$ cat config.mk
export PLATFORM = sky130hd
export DESIGN_NAME = lift_req_queue_flat
export DESIGN_NICKNAME = d
export VERILOG_FILES = /design/src/rtl/lift_pkg.sv /design/src/rtl/lift_req_queue_if.sv /design/src/rtl/lift_req_fifo.sv /design/src/rtl/lift_req_queue.sv /design/src/flat_wrapper.sv
export SDC_FILE = /design/constraint.sdc
export NUM_CORES = 1
export LEC_CHECK = 0
export BUFFER_PORTS_ARGS = -buffer_cell sky130_fd_sc_hd__buf_2
export CAP_MARGIN = 20
export CELL_PAD_IN_SITES_DETAIL_PLACEMENT = 0
export CELL_PAD_IN_SITES_GLOBAL_PLACEMENT = 2
export CORE_UTILIZATION = 39
export DETAILED_ROUTE_END_ITERATION = 8
export GPL_TIMING_DRIVEN = 0
export PLACE_DENSITY_LB_ADDON = 0.2
export SLEW_MARGIN = 20
export SYNTH_ARGS = -nofsm -noshare
export SYNTH_HDL_FRONTEND = slang
export SYNTH_SLANG_ARGS = --single-unit
$ cat constraint.sdc
create_clock -name clk -period 2.68 [get_ports clk]
set_clock_uncertainty 0.2 [all_clocks]
set_input_delay 0.536 -clock clk [delete_from_list [all_inputs] [get_ports clk]]
set_output_delay 0.536 -clock clk [all_outputs]
set_load 0.02 [all_outputs]
$ cat src/rtl/lift_pkg.sv
// rtl/lift_pkg.sv - shared request/action encodings for the lift request path
// Request codes match the LiftFSM input encoding; btn2code/code2mask map button index <-> code.
package lift_pkg;
  typedef logic [2:0] req_code_t;

  localparam req_code_t REQ_NONE = 3'b000;
  localparam req_code_t REQ_1U   = 3'b001;
  localparam req_code_t REQ_2U   = 3'b010;
  localparam req_code_t REQ_3U   = 3'b011;
  localparam req_code_t REQ_2D   = 3'b110;
  localparam req_code_t REQ_3D   = 3'b111;
  localparam req_code_t REQ_4D   = 3'b100;

  localparam int BTN_1U  = 0;
  localparam int BTN_2U  = 1;
  localparam int BTN_3U  = 2;
  localparam int BTN_2D  = 3;
  localparam int BTN_3D  = 4;
  localparam int BTN_4D  = 5;
  localparam int NUM_BTN = 6;

  localparam logic [1:0] ACT_STAY = 2'b00;
  localparam logic [1:0] ACT_UP   = 2'b01;
  localparam logic [1:0] ACT_DOWN = 2'b10;

  function automatic req_code_t btn2code(input logic [2:0] idx);
    case (idx)
      3'd0:    return REQ_1U;
      3'd1:    return REQ_2U;
      3'd2:    return REQ_3U;
      3'd3:    return REQ_2D;
      3'd4:    return REQ_3D;
      3'd5:    return REQ_4D;
      default: return REQ_NONE;
    endcase
  endfunction

  function automatic logic [5:0] code2mask(input req_code_t code);
    case (code)
      REQ_1U:  return 6'b000001;
      REQ_2U:  return 6'b000010;
      REQ_3U:  return 6'b000100;
      REQ_2D:  return 6'b001000;
      REQ_3D:  return 6'b010000;
      REQ_4D:  return 6'b100000;
      default: return 6'b000000;
    endcase
  endfunction
endpackage

$ cat src/rtl/lift_req_queue_if.sv
// rtl/lift_req_queue_if.sv - button/done inputs and queue status outputs of lift_req_queue
// master drives buttons and done; slave is the request queue.
interface lift_req_queue_if;
  logic [5:0] btn;
  logic       done;
  logic [2:0] din;
  logic       qEmpty;
  logic       full;
  logic [5:0] pending;

  modport master (output btn, done, input din, qEmpty, full, pending);
  modport slave  (input btn, done, output din, qEmpty, full, pending);
endinterface

$ cat src/rtl/lift_req_fifo.sv
// rtl/lift_req_fifo.sv - synchronous FIFO with a registered head output
// head is reloaded on push-into-empty and on pop, so it never reads the write port combinationally.
module lift_req_fifo #(
  parameter int WIDTH = 3,
  parameter int DEPTH = 4
) (
  input  logic             clk,
  input  logic             rst_n,
  input  logic             push,
  input  logic [WIDTH-1:0] wdata,
  input  logic             pop,
  output logic             full,
  output logic             empty,
  output logic [WIDTH-1:0] head
);
  localparam int AW = $clog2(DEPTH);

  logic [WIDTH-1:0] mem [DEPTH];
  logic [AW:0]      wr_ptr;
  logic [AW:0]      rd_ptr;
  logic [AW:0]      rd_next;
  logic             do_push;
  logic             do_pop;

  assign rd_next = rd_ptr + 1'b1;
  assign empty   = (wr_ptr == rd_ptr);
  assign full    = (wr_ptr[AW] != rd_ptr[AW]) && (wr_ptr[AW-1:0] == rd_ptr[AW-1:0]);
  assign do_pop  = pop && !empty;
  assign do_push = push && (!full || do_pop);

  always_ff @(posedge clk) begin
    if (do_push) mem[wr_ptr[AW-1:0]] <= wdata;
  end

  always_ff @(posedge clk or negedge rst_n) begin
    if (!rst_n) begin
      wr_ptr <= '0;
      rd_ptr <= '0;
      head   <= '0;
    end else begin
      if (do_push) wr_ptr <= wr_ptr + 1'b1;
      if (do_pop) begin
        rd_ptr <= rd_next;
        // More than one entry left means the next head already sits in mem.
        if (rd_next != wr_ptr) head <= mem[rd_next[AW-1:0]];
        else if (do_push)      head <= wdata;
        else                   head <= '0;
      end else if (empty && do_push) begin
        head <= wdata;
      end
    end
  end
endmodule

$ cat src/rtl/lift_req_queue.sv
// rtl/lift_req_queue.sv - hall-call capture, dedup and arrival-order queue feeding LiftFSM
// lat holds captured calls awaiting a slot; inq marks calls already in the FIFO.
module lift_req_queue
  import lift_pkg::*;
#(
  parameter int DEPTH = 4
) (
  input logic             clk,
  input logic             rst_n,
  lift_req_queue_if.slave bus
);
  logic [5:0] btn_q;
  logic       done_q;
  logic [5:0] lat;
  logic [5:0] inq;
  logic [5:0] rise;
  logic [5:0] sel_mask;
  logic [5:0] push_mask;
  logic [5:0] pop_mask;
  logic [2:0] sel_idx;
  req_code_t  head;
  logic       full;
  logic       empty;
  logic       push;
  logic       pop;

  assign rise     = bus.btn & ~btn_q;
  assign sel_mask = lat & (~lat + 6'd1);

  always_comb begin
    sel_idx = '0;
    for (int i = NUM_BTN - 1; i >= 0; i--) begin
      if (lat[i]) sel_idx = 3'(i);
    end
  end

  assign pop       = bus.done && !done_q && !empty;
  assign push      = (|lat) && (!full || pop);
  assign push_mask = push ? sel_mask : 6'b0;
  assign pop_mask  = pop ? code2mask(head) : 6'b0;

  always_ff @(posedge clk or negedge rst_n) begin
    if (!rst_n) begin
      btn_q  <= '0;
      done_q <= 1'b0;
      lat    <= '0;
      inq    <= '0;
    end else begin
      btn_q  <= bus.btn;
      done_q <= bus.done;
      // Dedup uses pre-update lat/inq, so a call popping this cycle still blocks its own re-press.
      lat    <= (lat & ~push_mask) | (rise & ~lat & ~inq);
      inq    <= (inq & ~pop_mask) | push_mask;
    end
  end

  lift_req_fifo #(
    .WIDTH (3),
    .DEPTH (DEPTH)
  ) u_fifo (
    .clk   (clk),
    .rst_n (rst_n),
    .push  (push),
    .wdata (btn2code(sel_idx)),
    .pop   (pop),
    .full  (full),
    .empty (empty),
    .head  (head)
  );

  assign bus.din     = head;
  assign bus.qEmpty  = empty;
  assign bus.full    = full;
  assign bus.pending = lat | inq;
endmodule

$ cat src/flat_wrapper.sv
// flat-port wrapper written by rule: the top's interface ports become plain ports
module lift_req_queue_flat import lift_pkg::*;
#(
  parameter int DEPTH = 4
)
  (clk, rst_n, bus_btn, bus_done, bus_din, bus_qEmpty, bus_full, bus_pending);
  lift_req_queue_if bus_i ();
  input logic clk;
  input logic rst_n;
  input wire logic [$bits(bus_i.btn)-1:0] bus_btn;
  input wire logic [$bits(bus_i.done)-1:0] bus_done;
  output wire logic [$bits(bus_i.din)-1:0] bus_din;
  output wire logic [$bits(bus_i.qEmpty)-1:0] bus_qEmpty;
  output wire logic [$bits(bus_i.full)-1:0] bus_full;
  output wire logic [$bits(bus_i.pending)-1:0] bus_pending;
  assign bus_i.btn = bus_btn;
  assign bus_i.done = bus_done;
  assign bus_din = bus_i.din;
  assign bus_qEmpty = bus_i.qEmpty;
  assign bus_full = bus_i.full;
  assign bus_pending = bus_i.pending;
  lift_req_queue #(.DEPTH(DEPTH)) u_core (.clk(clk), .rst_n(rst_n), .bus(bus_i));
endmodule
Yosys cells after proc, flatten, opt, wreduce, memory -nomap -nowiden:

Memories as Yosys holds them, arrays and structs flattened.
Cells that the tools add are included.

* register bits after elaboration: 28
* bits in writable memories: 12
* input port bits: 9
* output and inout bits: 11
* word-level logic and storage cells: 71
* memories kept: 1

Memory list
* u_core.u_fifo.mem: words 4, width 3, rd ports 1, clocked after memory_dff 0, write ports 1, line lift_req_fifo.sv:18 `logic [WIDTH-1:0] mem [DEPTH];`

* add/subtract/negate cells: 3
* equality and inequality tests: 15
* muxes and demuxes: 16
* bitwise logic cells: 14
* reduce and logical (&&, ||, !) cells: 15

Operators with widths (number)
* $and 6x6->6: 6
* $pmux 6 s6: 1
* $mux 3: 10
* $not 6->6: 5
* $or 6x6->6: 3
* $pmux 3 s6: 1
* $eq 3x3->1 const B: 5
* $eq 3x2->1 const B: 4
* $mux 6: 2
* $logic_and 1x1->1: 7
* $add 3x1->3 const B: 2
* $add 6x1->6 const B: 1
* $eq 3x1->1 const B: 2
* $reduce_or 6->1: 1
* $eq 3x3->1: 1
* $logic_not 1->1: 3
* $logic_not 3->1: 1
* $ne 3x3->1: 1
* $eq 2x2->1: 1
* $logic_or 1x1->1: 2
* $mux 1: 2
* $reduce_bool 2->1: 1
* $ne 1x1->1: 1

Depth between registers and ports, before layout:

* depth in word-level cells: 11
* mapped depth: 7
* depth with buffers taken out: 6

Hierarchy:

From an unflattened synthesis, not the netlist that was laid out.

* cells, all modules: 151
* area, all modules: 1939.4 um2

By module, submodules not included
* lift_req_fifo: times used 1, cells each 76, area each 1096.1 um2, sequential area each 585.6 um2
* lift_req_queue: times used 1, cells each 75, area each 843.3 um2, sequential area each 475.5 um2

Worst setup path before layout:

Ideal clock, no wire load.

* kind: reg2reg
* start point: register u_core.u_fifo.rd_ptr[1]
* end point: register u_core.u_fifo.head[2]
* library setup time: 0.066 ns
* arrival time: 1.794 ns
* data required time: 2.414 ns
* path slack: 0.620 ns
* cell stages (with the launch flop): 7
* buffers on the path: 0
* clock period less this slack: 2.060 ns
* path through: dfrtp_1 -> ha_1 -> xor3_1 -> or3_4 -> o21a_1 -> o31ai_1 -> mux2_1

* cells in the longest elaborated chain, start to end: 9
* elaborated cells between the ends (all ways): 19
* classes of those cells: add/sub: 1; eq/ne: 3; mux: 3; reduce/logical: 11; memory: 1

Ends and longest elaborated chain
* start, declared: line lift_req_fifo.sv:20 `logic [AW:0] rd_ptr;`
* start signal, assigned: line lift_req_fifo.sv:43 `rd_ptr <= rd_next;`
* branches (longest 9 deep; another with $add 3x1->3)
* end signal, assigned: line lift_req_fifo.sv:45 `if (rd_next != wr_ptr) head <= mem[rd_next[AW-1:0]];`
* end signal, assigned: line lift_req_fifo.sv:46 `else if (do_push) head <= wdata;`
* end signal, assigned: line lift_req_fifo.sv:49 `head <= wdata;`
* end, declared: line lift_req_fifo.sv:14 `output logic [WIDTH-1:0] head`

Parallel ways; which one is timed is not known.
A chain may end at the register's enable or synchronous reset.

Worst setup path in the final report:

* start point: register u_core.u_fifo.rd_ptr[0]
* end point: output bus_qEmpty

* cells in the longest elaborated chain, start to end: 1

Ends and longest elaborated chain
* $eq 3x3->1: line lift_req_fifo.sv:26 `assign empty = (wr_ptr == rd_ptr);`
* end, declared: line flat_wrapper.sv:13 `output wire logic [$bits(bus_i.qEmpty)-1:0] bus_qEmpty;`

No other way between the ends.

==> flow_summary_export.csv <==
group,metric,value,unit
timing,post-route-min-period,2.462,ns
yosys,synth_seq_cells,40,
pwr,powerDensity,1307,nW/um^2
clock_network,insertion_delay,0.29,ns
timing,slew_headroom,58.48,%
routing,routed_wirelength,3444,microns
outcome,violations,"design-rule violations",
yosys,yosysMostFrequentCell,"dfrtp_1",
clock_network,cts.sinks,40,
floorplanning,die_h,70.65,microns
routing,avgRoutedWirePerCell,15.04,microns
cells_and_area,diodes,0,
place,dpl.cell_count,221,
pwr,ir_drop,584.9,uV
grt,grt_max_degree,29,
place,dp_hpwl,2608,microns
routing,viasPerCell,5.070,
cells_and_area,drive_gt1_share,24.86,%
setup_path,cp.arrival,1.73,ns
grt,grt_use_total,15.67,%
cells_and_area,syn_to_final_growth,13.34,%
grt,first_global_vias,1202,
clock_network,cts_tree,"built",
cells_and_area,finalNonFillerCells,229,
yosys,synth.avg_cell_area,12.25,sq um
yosys,syn_inst,150,
clock_network,post_cts_buffers,0,
floorplanning,die_area,4991,sq um
floorplanning,io_pins,20,
setup_path,start_kind,"flop",
setup_path,worst_ep_required_time,1.94,ns
grt,overflow,0,
floorplanning,initial_core_util,41.36,%
routing,dr.pass1.iters,6,
timing,fmax,406.2,MHz
routing,ant_nets,0,
setup_path,crit_type,"flop to output pin",
yosys,yosys-top-cells-count,"dfrtp_1 (28), edfxtp_1 (12), nand2_1 (12), inv_1 (9), o21ai_0 (9)",
timing,maxSlewViolCount,0,
place,place_congestion,0.7105,
yosys,synth_top_area_share,38.12,%
yosys,netlist_area,1838,sq um
yosys,yosysUniqueCellTypes,39,
setup_path,path_max_fanout,5,
clock_network,cts-root-buf,"clkbuf_8",
timing,worst_slew_pin_slew,0.6228,ns
routing,first_iter_violations,74,
timing,fin_setup_tns,0,ns
outcome,status,"finished, violations left",
clock_network,ctsHoldBuffers,0,
min_path,min_path_type,"input pin to async pin",
yosys,synthArstFlopShare,70.00,%
floorplanning,coreArea,4444,sq um
floorplanning,die_x,70.65,microns
setup_path,cp-end-kind,"output pin",
timing,timing.final.hold_violations,0,
yosys,synth-edff-count,12,
yosys,syn-num-nets,164,
routing,route.detailed.drc,2,
routing,via_count,1161,
cells_and_area,fin_nets,190,
pwr,cellLeakagePower,0.8671,nW
yosys,seq_area_frac_synth,57.73,%
yosys,synth_area_leaders,"dfrtp_1 (38%), edfxtp_1 (20%), mux4_2 (3.7%)",
clock_network,clk_pin_slew,0.08,ns
grt,grt_pass1_wl,5940,microns
timing,rsz0062_at_grt,"no",
run,max-cap-violations,0,
timing,timing.final.crit_share,91.86,%
yosys,synth_ff_type,"dfrtp_1",
grt,grt_antenna_before_repair,0,
yosys,ys_warn_count,0,
floorplanning,num_rows,24,
place,port_buffers,19,
timing,setup_viol,0,
clock_network,htreeDepth,2,
clock_network,cts_buffer_depth,2,
yosys,synth_area_leader_cell,"dfrtp_1",
clock_network,post_cts_resized,0,
clock_network,cts_buffers,5,
==> power by group <==
part	total (W)	internal [W]	switching, W
clock network	0.000387	0.000182	0.000205
logic	0.00127	0.000556	0.000710
registers	0.00107	0.000902	0.000166
==> area by class of cell <==
| class | instances | area [sq um] |
|---|---|---|
| Timing Repair Buffer | 19 | 95.09 |
| Inverter | 9 | 33.78 |
| Sequential cell | 40 | 1061 |
| Buffer | 5 | 33.78 |
| Clock inverter | 2 | 12.51 |
| Fill cell | 409 | 2361 |
| Tap cell | 52 | 65.06 |
| Clock buffer | 6 | 72.57 |
| Multi-Input combinational cell | 96 | 709.4 |
==> worst max-delay path, cell delays in order, from the launching register on <==
cell	delay, ns
dfrtp_1	0.39
buf_4	0.17
xnor2_1	0.31
nand2_1	0.15
nor2_1	0.22
buf_2	0.21
==> metrics by stage <==
step / worst slack, ns / util (%) / area, sq um / power (W) / hold WS (ns)
3_3_place_gp: 0.3868 / 44.96 / 1998 / 0.002321 / 0.2223
6_report: 0.2182 / 46.88 / 2083 / 0.002722 / 0.05714
2_1_floorplan: 0.6198 / - / 1838 / 0.002016 / 0.04041
4_1_cts: 0.2132 / 46.88 / 2083 / 0.002752 / 0.07949
3_5_place_dp: 0.3685 / 44.96 / 1998 / 0.002359 / 0.2360
5_1_grt: 0.08937 / 46.88 / 2083 / 0.002941 / 0.09827
==> placed cells by master (no fill, tap or decap), types with 2 or more instances in the layout <==
cell,count
and2_1,4
buf_2,22
clkbuf_8,5
dfrtp_1,28
edfxtp_1,12
ha_1,5
inv_1,9
mux2_1,2
mux2_2,2
mux4_2,3
nand2_1,12
nand2b_1,4
nand3_1,5
nor2_1,7
nor2b_1,2
nor3_1,3
o21a_1,2
o21ai_0,9
o31ai_1,4
o41ai_1,2
or2_2,6
xnor2_1,5
xor2_1,4
==> registers in the layout, summed over array words and instances, names as in the netlist <==
register,count
u_core.btn_q,6
u_core.done_q,1
u_core.inq,6
u_core.lat,6
u_core.u_fifo.head,3
u_core.u_fifo.mem,12
u_core.u_fifo.rd_ptr,3
u_core.u_fifo.wr_ptr,3
==> final timing paths <==
check	start	to	slack (ns)	depth (start not counted)
setup / recovery	u_core.u_fifo.rd_ptr[0]$_DFFE_PN0P_	bus_qEmpty	0.22	5
hold / removal	rst_n	u_core.inq[5]$_DFF_PN0_	0.06	1
setup reg to reg	u_core.u_fifo.rd_ptr[0]$_DFFE_PN0P_	u_core.u_fifo.mem[3][1]$_DFFE_PP_	0.45	6
hold reg to reg	u_core.btn_q[5]$_DFF_PN0_	u_core.lat[5]$_DFF_PN0_	0.24	1
max in group asynchronous	rst_n	u_core.lat[2]$_DFF_PN0_	1.82	1
min in group clk	bus_btn[3]	u_core.btn_q[3]$_DFF_PN0_	0.16	1
==> kinds of logic (layout without fill, tap and decap cells) <==
| kind of cell | after synthesis | in the layout | synth area share (%) |
|---|---|---|---|
| adders and majority gates | 5 | 5 | 3.404 |
| and+or+nand+nor | 51 | 51 | 15.32 |
| AOI/OAI and AO/OA | 23 | 23 | 8.169 |
| muxes | 7 | 7 | 6.126 |
| buffers and inverters | 14 | 41 | 3.676 |
| xor gates and xnor gates | 10 | 10 | 5.582 |
| DFF | 40 | 40 | 57.73 |
==> routing by layer <==
metal / global-route usage, % / routed length [microns] / vias up
met4: 5.333 / 51 / 0
met1: 19.33 / 1521 / 559
li1: - / - / 580
met5: 0 / 0 / -
met2: 26.65 / 1754 / 16
met3: 4.416 / 117 / 6
(Power assumes the default switching activity.)
